==> src/rtl/pass_mem_reader.sv <==
// Strobe-and-capture read of the nibble memory: one-cycle registered CS per
// request, read data presented the following cycle with rvalid.
module pass_mem_reader #(
  parameter int ADDR_W = 4,
  parameter int DATA_W = 4
) (
  input  logic              clk,
  input  logic              rst,
  input  logic              flush,
  input  logic              req,
  input  logic [ADDR_W-1:0] addr,
  output logic [DATA_W-1:0] rdata,
  output logic              rvalid,
  output logic              mem_cs,
  output logic [ADDR_W-1:0] mem_addr,
  input  logic [DATA_W-1:0] mem_data
);

  logic              cs_p1;
  logic              vld_p2;
  logic [ADDR_W-1:0] addr_p0;

  // Address follows the requested next address every edge; CS stage then sample stage.
  always_ff @(posedge clk or posedge rst) begin
    if (rst) begin
      addr_p0 <= '0;
      cs_p1   <= 1'b0;
      vld_p2  <= 1'b0;
    end else begin
      addr_p0 <= addr;
      // stage 1: CS high for exactly one cycle
      cs_p1   <= req;
      // stage 2: memory data settled, hand to caller
      vld_p2  <= cs_p1 && !flush;
    end
  end

  assign mem_cs   = cs_p1;
  assign mem_addr = addr_p0;
  assign rdata    = mem_data;
  assign rvalid   = vld_p2;

endmodule

==> config.mk <==
export PLATFORM = sky130hd
export DESIGN_NAME = pass_mem_reader
export DESIGN_NICKNAME = d
export VERILOG_FILES = /design/src/rtl/pass_mem_reader.sv
export SDC_FILE = /design/constraint.sdc
export NUM_CORES = 1
export LEC_CHECK = 0
export ABC_AREA = 1
export BUFFER_PORTS_ARGS = -buffer_cell sky130_fd_sc_hd__buf_2
export CORE_AREA = 2 2 39 41
export DETAILED_ROUTE_END_ITERATION = 8
export DIE_AREA = 0 0 41 43
export GPL_ROUTABILITY_DRIVEN = 0
export GPL_TIMING_DRIVEN = 0
export HOLD_SLACK_MARGIN = 0.06
export SYNTH_ARGS = -nofsm -noshare
export SYNTH_HDL_FRONTEND = slang
export SYNTH_SLANG_ARGS = --single-unit
==> constraint.sdc <==
create_clock -name clk -period 0.96 [get_ports clk]
set_clock_uncertainty 0.15 [all_clocks]
set_input_delay 0.144 -clock clk [delete_from_list [all_inputs] [get_ports clk]]
set_output_delay 0.144 -clock clk [all_outputs]
set_load 0.02 [all_outputs]
Word-level counts from Yosys, hierarchy flattened
Cells that the tools add are included.
{"block": "word_totals", "mem_count": 0, "mem_bits_ro": 0, "ff_bits": 6, "ramBits": 0, "out_inout_bits": 10, "in_bits": 12, "latch_bits": 0}
{"block": "op_classes", "reduce_logical": 2, "eq_ne": 0, "n_lt_le_gt_ge": 0, "mul": 0, "mux": 0, "n_shift": 0, "bitwise": 0, "n_addsub": 0, "n_div": 0}
{"op": "$logic_and A1 B1 Y1", "n": 1}
{"op": "$logic_not A1 Y1", "n": 1}

Logic depth before layout (Yosys ltp)
Gate-level depths: netlist of run 1.
{"block": "logic_depth", "depth_word": 2, "ltp_mapped": 2, "mapped_depth_nobuf": 2}

Worst setup path after synthesis of run 1
No wires, ideal clock.
{"block": "synth_timing", "path_type": "flip-flop to flip-flop", "from": "register cs_p1 (netlist: mem_cs)", "to": "register vld_p2 (netlist: rvalid)", "slack_ns": 0.150, "arrival_time_ns": 0.547, "path_stages_with_launch": 3, "path_buffers": 0, "t_required_ns": 0.697, "cell_sequence": "dfrtp_1 -> inv_1 -> nor2_2"}
{"block": "synth_via", "elab_chain_cells": 1}
{"item": "from (decl)", "line_no": "19", "rtl": "logic cs_p1;"}
{"item": "from (signal assigned)", "line_no": "32", "rtl": "cs_p1 <= req;"}
{"item": "$logic_and A1 B1 Y1", "line_no": "34", "rtl": "vld_p2 <= cs_p1 && !flush;"}
{"item": "to (signal assigned)", "line_no": "34"}
{"item": "to (decl)", "line_no": "20", "rtl": "logic vld_p2;"}
No other way between the ends.

Worst setup path after layout of run 1
{"block": "layout_timing", "from": "register cs_p1 (netlist: mem_cs)", "to": "output port mem_cs"}
{"item": "to (decl)", "line_no": "14", "rtl": "output logic mem_cs,"}
No word-level cell between the ends.

==> results of run 1 <==
[registers in the layout (all words and copies together), names as in the netlist]
register / count
mem_addr: 4
mem_cs: 1
rvalid: 1
[final cells by class]
cell class                 count  share of cell area [%]
inverter                       2                    1.75
buffer                         4                    7.00
tap                           16                    4.66
multi-input combinational      1                    1.46
timing repair buffer          24                    44.9
sequential                     6                    35.0
clock buffer                   3                    5.25
[worst min-delay path, cell delays in order]
cell           delay [ps]
dlygate4sd3_1         520
buf_2                 110
inv_1                 170
[path summary, 6_finish.rpt]
kind,start,to,slack [ps],cells past startpoint
setup / recovery,mem_cs$_DFF_PP0_,mem_cs,-100,1
hold / removal,rst,mem_cs$_DFF_PP0_,200,3
setup reg to reg,mem_cs$_DFF_PP0_,rvalid$_DFF_PP0_,200,2
hold reg to reg,mem_cs$_DFF_PP0_,rvalid$_DFF_PP0_,390,2
max in group asynchronous,rst,mem_addr[0]$_DFF_PP0_,280,3
min in group clk,mem_data[3],rdata[3],360,2
[stage by stage]
step	hold WS [ps]	utilization (%)
2_1_floorplan	-215	-
3_3_place_gp	-93.0	21.6
3_5_place_dp	-88.2	21.6
4_1_cts	201	31.0
5_1_grt	221	31.0
6_report	197	31.0
[power by group]
| part | internal [mW] | switching [mW] |
|---|---|---|
| clock network | 0.140 | 0.0759 |
| logic | 0.0695 | 0.0523 |
| registers | 0.267 | 0.00717 |
[layer usage]
metal  wire (µm)  part of all wire [%]  vias up  track usage, %
met1         226                    42       77            10.0
met2         193                    36       24            8.75
li1            -                     -       89               -
met5           0                     0        -               0
met3         123                    23        0            7.33
met4           0                     0        0            2.00
[layout by cell type, fill, tap and decap left out, drive strengths merged]
cell type / n
clkbuf: 3
inv: 2
dfrtp: 6
buf: 21
nor2: 1
dlygate4sd3: 7
[logic make-up after synthesis]
kind of cell	Yosys count	synth area share (%)
flip-flops	6	77.4
buffers and inverters	6	19.4
AND/OR/NAND/NOR	1	3.23
[what timing repair did]
item | CTS | global route
hold buffers | 7 | 0
gates resized for setup | 12 | 0
setup endpoints to repair | 6 | 6
gates cloned | 0 | 0
pin swaps | 0 | 0
hold endpoints to repair | 12 | 0
==> impl_metrics.env, run 1 <==
export IMPL_yosysMostFrequentCell="dfrtp_1"
export IMPL_vias=190
export IMPL_hold_viol=0
export IMPL_synth_nets=25
export IMPL_grt_pass1_vias=194
export IMPL_drtAntennaViolNets=0
export IMPL_tns_ps=-430
export IMPL_synthArstFlopShare_pct=100
export IMPL_leakage_nw=0.226
export IMPL_synthTopCellsByCount="dfrtp_1, buf_4, inv_1, nor2_2"
export IMPL_path_class="register to output pin"
export IMPL_cp_required_ps=670
export IMPL_area_growth_pct=121
export IMPL_status="finished with violations"
export IMPL_core_area_mm2=0.00138
export IMPL_grt_pass1_wl_um=779
export IMPL_synth_seq_area_share_pct=77.4
export IMPL_fp_dieArea_mm2=0.00176
export IMPL_finalMaxSlewViolations=0
export IMPL_seqCellArea_um2=150
export IMPL_synthFlopType="dfrtp_1"
export IMPL_synth_area_leaders="dfrtp_1, buf_4, inv_1"
export IMPL_cts_root_buf="clkbuf_4"
export IMPL_final_instance_count_excl_fill=56
export IMPL_dp_cells=46
export IMPL_drv_cap=0
export IMPL_worstSetupEndpointType="output pin"
export IMPL_tightest_slew_ps=211
export IMPL_num_rows=14
export IMPL_synth_area_um2=194
export IMPL_avgRoutedWirePerCell_um=9.68
export IMPL_start_util_pct=14.0
export IMPL_setup_viol_count_final=6
export IMPL_worstSkewPairLatency_ps=230
export IMPL_hold_class="input pin to asynchronous set/reset pin"
export IMPL_fin_crit_sh_pct=110
export IMPL_violations="setup timing"
export IMPL_antenna_cells=0
export IMPL_clockBufferDepth=2
export IMPL_cp_top_family="flip-flops"
export IMPL_cts_clk_slew_worst_paths_ps=40
export IMPL_fmax_mhz=944
export IMPL_total_power_uw=612
export IMPL_antenna_found_initial=0
export IMPL_ir_drop_v=0.000815
export IMPL_post_cts_buffers=0
export IMPL_fin_area_um2=429
export IMPL_critPathLaunchType="register"
export IMPL_finalCriticalPeriod_ps=1060
export IMPL_vias_per_cell=3.39
export IMPL_port_buffers=17
export IMPL_p_per_area_mw_per_mm2=1430
export IMPL_synth_area_leader_cell="dfrtp_1"
export IMPL_synth_edf_count=0
export IMPL_grt_max_degree=7
export IMPL_place_ws_ps=144
export IMPL_critPathSlowestCell="dfrtp_1"
export IMPL_firstDrtPassIters=1
export IMPL_rsz0062_at_grt="yes"
export IMPL_fin_nets=54
export IMPL_cts_sinks=6
export IMPL_gr_usage_all_layers_pct=7.61
export IMPL_drive_gt1_share_pct=62.5
export IMPL_setup_ws_ps=-98.8
export IMPL_cts_tree="built"
export IMPL_gr_total_overflow=0
export IMPL_worstPathArrival_ps=760
export IMPL_syn_area_per_cell_um2=14.9
export IMPL_ys_types=4
export IMPL_path_cells="buf_6"
export IMPL_netlist_instances=13
export IMPL_die_h_um=43
export IMPL_max_slew_margin_rel_pct=85.9
export IMPL_h_tree_depth=1
export IMPL_drc=0
export IMPL_crit_fanout=2
export IMPL_ys_ff_latch=6
export IMPL_synth_top_cell_area_share_pct=77.4
export IMPL_synth_warnings=0
export IMPL_fillers=141
export IMPL_max_stage_delay_ps=390
export IMPL_multi_input_area_um2=6.26
export IMPL_wl_um=542
export IMPL_place_area_um2=299
export IMPL_drt_initial_drc_count=0
export IMPL_die_x_um=41
export IMPL_crit_buf_inv=1
export IMPL_ios=22
export IMPL_cts_made_buffers=3
Power figures use the tool's default switching activity.
==> run 2: changes to the inputs <==
--- a/config.mk
+++ b/config.mk
@@ -5,7 +5,6 @@
 export SDC_FILE = /design/constraint.sdc
 export NUM_CORES = 1
 export LEC_CHECK = 0
-export ABC_AREA = 1
 export BUFFER_PORTS_ARGS = -buffer_cell sky130_fd_sc_hd__buf_2
 export CORE_AREA = 2 2 39 41
 export DETAILED_ROUTE_END_ITERATION = 8
@@ -13,6 +12,7 @@
 export GPL_ROUTABILITY_DRIVEN = 0
 export GPL_TIMING_DRIVEN = 0
 export HOLD_SLACK_MARGIN = 0.06
+export SETUP_SLACK_MARGIN = 0.5
 export SYNTH_ARGS = -nofsm -noshare
 export SYNTH_HDL_FRONTEND = slang
 export SYNTH_SLANG_ARGS = --single-unit
==> run 2 against run 1 <==
The flow finishes with violations (hold timing, setup timing). Synthesized cell count is 7.7% lower. Fmax is 1.9% lower. Critical path depth unchanged. Die area did not move. Cell area rose by 2.0%. Sequential share of layout area fell by 0.41 points. Global-route usage down 0.82 points. Combinational power rose by 9%. Critical endpoint unchanged.
==> impl_metrics.env, run 2 <==
export IMPL_drc=0
export IMPL_ios=22
export IMPL_synthTopCellsByCount="dfrtp_1, buf_4, inv_1, nor2b_4"
export IMPL_synth_edf_count=0
export IMPL_fin_crit_sh_pct=112
export IMPL_cts_clk_slew_worst_paths_ps=50
export IMPL_mostFrequentLayoutCells="buf_8, buf_2, buf_6"
export IMPL_grt_pass1_vias=145
export IMPL_vias=155
export IMPL_critPathSlowestCell="dfrtp_2"
export IMPL_synth_seq_area_share_pct=75.9
export IMPL_fin_area_um2=438
export IMPL_violations="hold timing, setup timing"
export IMPL_vias_per_cell=3.16
export IMPL_place_area_um2=334
export IMPL_synth_top_cell_area_share_pct=75.9
export IMPL_area_growth_pct=122
export IMPL_hpwl_um=373
export IMPL_cp_required_ps=670
export IMPL_fin_nets=46
export IMPL_grt_max_degree=7
export IMPL_cts_tree="built"
export IMPL_cts_root_buf="clkbuf_4"
export IMPL_max_stage_delay_ps=410
export IMPL_ys_types=4
export IMPL_start_util_pct=14.3
export IMPL_status="finished with violations"
export IMPL_worstSetupEndpointType="output pin"
export IMPL_tightest_slew_ps=223
export IMPL_place_ws_ps=126
export IMPL_max_slew_margin_rel_pct=85.1
export IMPL_hold_class="input pin to asynchronous set/reset pin"
export IMPL_antenna_found_initial=0
export IMPL_cts_sinks=6
export IMPL_drt_initial_drc_count=0
export IMPL_drv_cap=0
export IMPL_setup_ws_ps=-120
export IMPL_critPathLaunchType="register"
export IMPL_ir_drop_v=0.000883
export IMPL_worstPathArrival_ps=790
export IMPL_synth_area_um2=198
export IMPL_fillers=132
export IMPL_synthArstFlopShare_pct=100
export IMPL_avgRoutedWirePerCell_um=9.29
export IMPL_drtAntennaViolNets=0
export IMPL_grt_pass1_wl_um=648
export IMPL_synth_area_leader_cell="dfrtp_1"
export IMPL_synth_warnings=0
export IMPL_synth_area_leaders="dfrtp_1, buf_4, nor2b_4"
export IMPL_crit_fanout=2
export IMPL_yosysMostFrequentCell="dfrtp_1"
export IMPL_netlist_instances=12
export IMPL_finalMaxSlewViolations=0
export IMPL_mostFrequentLayoutCell="buf_8"
export IMPL_hold_viol=12
export IMPL_h_tree_depth=1
export IMPL_firstDrtPassIters=1
export IMPL_crit_buf_inv=1
export IMPL_worstSkewPairLatency_ps=240
export IMPL_largest_reg_flops=4
export IMPL_gr_usage_all_layers_pct=6.80
export IMPL_cts_made_buffers=3
export IMPL_die_x_um=41
export IMPL_drive_gt1_share_pct=78.8
export IMPL_synthFlopType="dfrtp_1"
export IMPL_port_buffers=17
export IMPL_gr_total_overflow=0
export IMPL_rsz0062_at_grt="yes"
export IMPL_antenna_cells=0
export IMPL_setup_viol_count_final=6
export IMPL_tns_ps=-486
export IMPL_rrSetupSlack_ps=160
export IMPL_die_h_um=43
export IMPL_synth_nets=24
export IMPL_syn_area_per_cell_um2=16.5
export IMPL_clockBufferDepth=2
export IMPL_num_rows=14
export IMPL_finalCriticalPeriod_ps=1080
export IMPL_ys_ff_latch=6
export IMPL_p_per_area_mw_per_mm2=1490
export IMPL_leakage_nw=0.221
export IMPL_fmax_mhz=926
export IMPL_fp_dieArea_mm2=0.00176
export IMPL_path_class="register to output pin"
export IMPL_whs_ps=-349
export IMPL_core_area_mm2=0.00138
export IMPL_wl_um=455
export IMPL_path_cells="buf_6"
export IMPL_cp_top_family="flip-flops"
==> run 2: cell types whose count changed after synthesis <==
cell	change
inv_1	-1
nor2b_4	+1
nor2_2	-1
==> run 2: routing by layer <==
metal | GRT usage, % | share of wire (%)
met5 | 0 | 0
met4 | 6.00 | 0
met3 | 8.38 | 24
met2 | 5.00 | 31
met1 | 8.64 | 45
==> run 2: power by group <==
group | internal, mW | switching (mW)
Clock | 0.157 | 0.0888
Combinational | 0.0817 | 0.0509
Sequential | 0.267 | 0.00725
==> run 2: per-stage QoR <==
stage                     utilization, %  std cells  power (mW)
after floorplan                        -         12       0.336
after global placement              24.1         45       0.373
after detailed placement            24.1         45       0.374
after CTS                           31.6         49       0.668
after global routing                31.6         49       0.696
final                               31.6         49       0.653
==> run 2: worst paths after layout <==
| check | startpoint | end | cells past startpoint |
|---|---|---|---|
| max | mem_cs$_DFF_PP0_ | mem_cs | 1 |
| min | rst | mem_addr[0]$_DFF_PP0_ | 2 |
| max reg2reg | mem_cs$_DFF_PP0_ | rvalid$_DFF_PP0_ | 1 |
| min reg2reg | mem_cs$_DFF_PP0_ | rvalid$_DFF_PP0_ | 1 |
| max in group asynchronous | rst | mem_cs$_DFF_PP0_ | 2 |
| min in group clk | req | mem_cs$_DFF_PP0_ | 1 |
==> run 2: cell families after synthesis <==
family / count (synthesis) / synth area share, %
DFF: 6 / 75.9
buffers and inverters: 5 / 17.1
and+or+nand+nor: 1 / 6.96
==> run 2: final cells by class <==
type | count | area (µm²) | area share, %
Buffer | 4 | 60.1 | 13.7
Clock buffer | 4 | 26.3 | 6.00
Inverter | 1 | 3.75 | 0.857
Multi-Input combinational cell | 1 | 13.8 | 3.14
Sequential cell | 6 | 151 | 34.6
Tap cell | 16 | 20.0 | 4.57
Timing Repair Buffer | 17 | 163 | 37.1
==> run 2: timing repair <==
action                                 in CTS  in global routing
setup endpoints to repair                  11                 11
endpoints found under the hold margin      12                 12
gates resized for setup                    24                  0
setup buffers                               0                  0
==> run 3: changes to the inputs <==
==> constraint.sdc (replaced) <==
create_clock -name clk -period 0.96 [get_ports clk]
set_clock_uncertainty 0.15 [all_clocks]
set_input_delay 0.096 -clock clk [delete_from_list [all_inputs] [get_ports clk]]
set_output_delay 0.096 -clock clk [all_outputs]
set_load 0.02 [all_outputs]
==> run 3 against run 2 <==
The run still ends with hold timing, setup timing left. Utilization decreased by 2.2 points. Setup slack improved by 46 ps. Critical path depth unchanged. Non-clock buffer count unchanged. Clock-buffer cell count unchanged. Final cell count unchanged. Sequential power about the same. Cell area decreased by 6.9%. Via count increased by 4.5%. Combinational power decreased by 9%. Sequential share of layout area increased by 2.5 points. Clock power increased by 4%. Critical endpoint unchanged.
==> impl_metrics.env, run 3 (same netlist as run 2, synthesis figures left out) <==
export IMPL_drc=0
export IMPL_setup_ws_ps=-73.9
export IMPL_clockBufferDepth=2
export IMPL_max_stage_delay_ps=410
export IMPL_worstPathArrival_ps=790
export IMPL_largest_reg_flops=4
export IMPL_drt_initial_drc_count=3
export IMPL_cts_clk_slew_worst_paths_ps=50
export IMPL_reg2reg_depth=1
export IMPL_fin_nets=46
export IMPL_p_per_area_mw_per_mm2=1600
export IMPL_num_rows=14
export IMPL_tns_ps=-257
export IMPL_avgRoutedWirePerCell_um=11.1
export IMPL_firstDrtPassIters=2
export IMPL_critPathSlowestCell="dfrtp_2"
export IMPL_status="finished with violations"
export IMPL_area_growth_pct=106
export IMPL_hold_viol=12
export IMPL_h_tree_depth=1
export IMPL_wl_um=546
export IMPL_crit_fanout=2
export IMPL_grt_pass1_vias=148
export IMPL_vias=162
export IMPL_drv_cap=0
export IMPL_mostFrequentLayoutCell="buf_6"
export IMPL_finalMaxSlewViolations=0
export IMPL_place_ws_ps=173
export IMPL_post_cts_buffers=0
export IMPL_cts_made_buffers=3
export IMPL_hold_class="input pin to asynchronous set/reset pin"
export IMPL_fp_dieArea_mm2=0.00176
export IMPL_die_h_um=43
export IMPL_ios=22
export IMPL_leakage_nw=0.210
export IMPL_rrSetupSlack_ps=170
export IMPL_final_instance_count_excl_fill=49
export IMPL_gr_usage_all_layers_pct=7.78
export IMPL_antenna_found_initial=0
export IMPL_whs_ps=-400
export IMPL_violations="hold timing, setup timing"
export IMPL_die_x_um=41
export IMPL_path_class="register to output pin"
export IMPL_dp_cells=45
export IMPL_grt_pass1_wl_um=745
export IMPL_crit_buf_inv=1
export IMPL_cp_required_ps=710
export IMPL_worstSetupEndpointType="output pin"
export IMPL_core_area_mm2=0.00138
export IMPL_reg2reg_to="rvalid$_DFF_PP0_"
export IMPL_gr_total_overflow=0
export IMPL_critPathLaunchType="register"
export IMPL_vias_per_cell=3.31
export IMPL_finalCriticalPeriod_ps=1030
export IMPL_ir_drop_v=0.000708
export IMPL_tightest_slew_ps=231
export IMPL_worstSkewPairLatency_ps=250
export IMPL_mostFrequentLayoutCells="buf_6, buf_2, dfrtp_1"
export IMPL_setup_viol_count_final=6
export IMPL_cp_top_family="flip-flops"
export IMPL_antenna_cells=0
export IMPL_path_cells="buf_6"
export IMPL_rsz0062_at_grt="yes"
export IMPL_drive_gt1_share_pct=78.8
export IMPL_cts_sinks=6
export IMPL_fin_crit_sh_pct=108
export IMPL_grt_max_degree=7
export IMPL_fmax_mhz=967
export IMPL_rr_startpoint="mem_cs$_DFF_PP0_"
export IMPL_max_slew_margin_rel_pct=84.6
export IMPL_port_buffers=17
export IMPL_cts_tree="built"
export IMPL_start_util_pct=14.3
export IMPL_cts_root_buf="clkbuf_4"
export IMPL_drtAntennaViolNets=0
-- run 3: cell counts in the layout (fill, tap and decap cells not counted) --
No cell type changed its count.
-- run 3: what timing repair did --
item	4_1_cts	5_1_grt
setup endpoints to repair	11	11
gates resized for setup	20	0
hold endpoints to repair	12	12
-- run 3: through the flow --
stage | utilization, % | total power [mW] | instance area (µm²) | hold slack [ps]
2_1_floorplan | - | 0.329 | 214 | -263
3_3_place_gp | 23.1 | 0.369 | 319 | -140
3_5_place_dp | 23.1 | 0.371 | 319 | -129
4_1_cts | 29.5 | 0.663 | 408 | -398
5_1_grt | 29.5 | 0.687 | 408 | -378
6_report | 29.5 | 0.653 | 408 | -400
-- run 3: power by group --
part,total [mW],internal (mW),switching (mW)
Clock,0.257,0.158,0.0990
Combinational,0.121,0.0691,0.0521
Sequential,0.274,0.267,0.00740
-- run 3: final cells by class --
class	instances	area, µm²
fill	139	976
inverter	1	3.75
multi-input combinational	1	13.8
tap	16	20.0
timing repair buffer	17	148
sequential	6	151
buffer	4	45.0
clock buffer	4	26.3
-- run 3: layer usage --
metal	part of all wire, %	wire length (µm)	global-route usage [%]	vias up
met5	0	0	0	-
met4	0.92	5	4.00	0
met3	28	152	9.95	2
met2	24	133	5.63	25
met1	47	254	11.1	63
li1	-	-	-	72
-- run 3: how the worst max path moves through the flow --
stage                           from               end  slack [ps]  depth (start not counted)
floorplan           mem_cs$_DFF_PP0_  rvalid$_DFF_PP0_         140                          1
global placement    mem_cs$_DFF_PP0_            mem_cs         180                          1
detailed placement  mem_cs$_DFF_PP0_            mem_cs         170                          1
CTS                 mem_cs$_DFF_PP0_            mem_cs         -80                          1
global route        mem_cs$_DFF_PP0_            mem_cs         -90                          1
finish              mem_cs$_DFF_PP0_            mem_cs         -70                          1
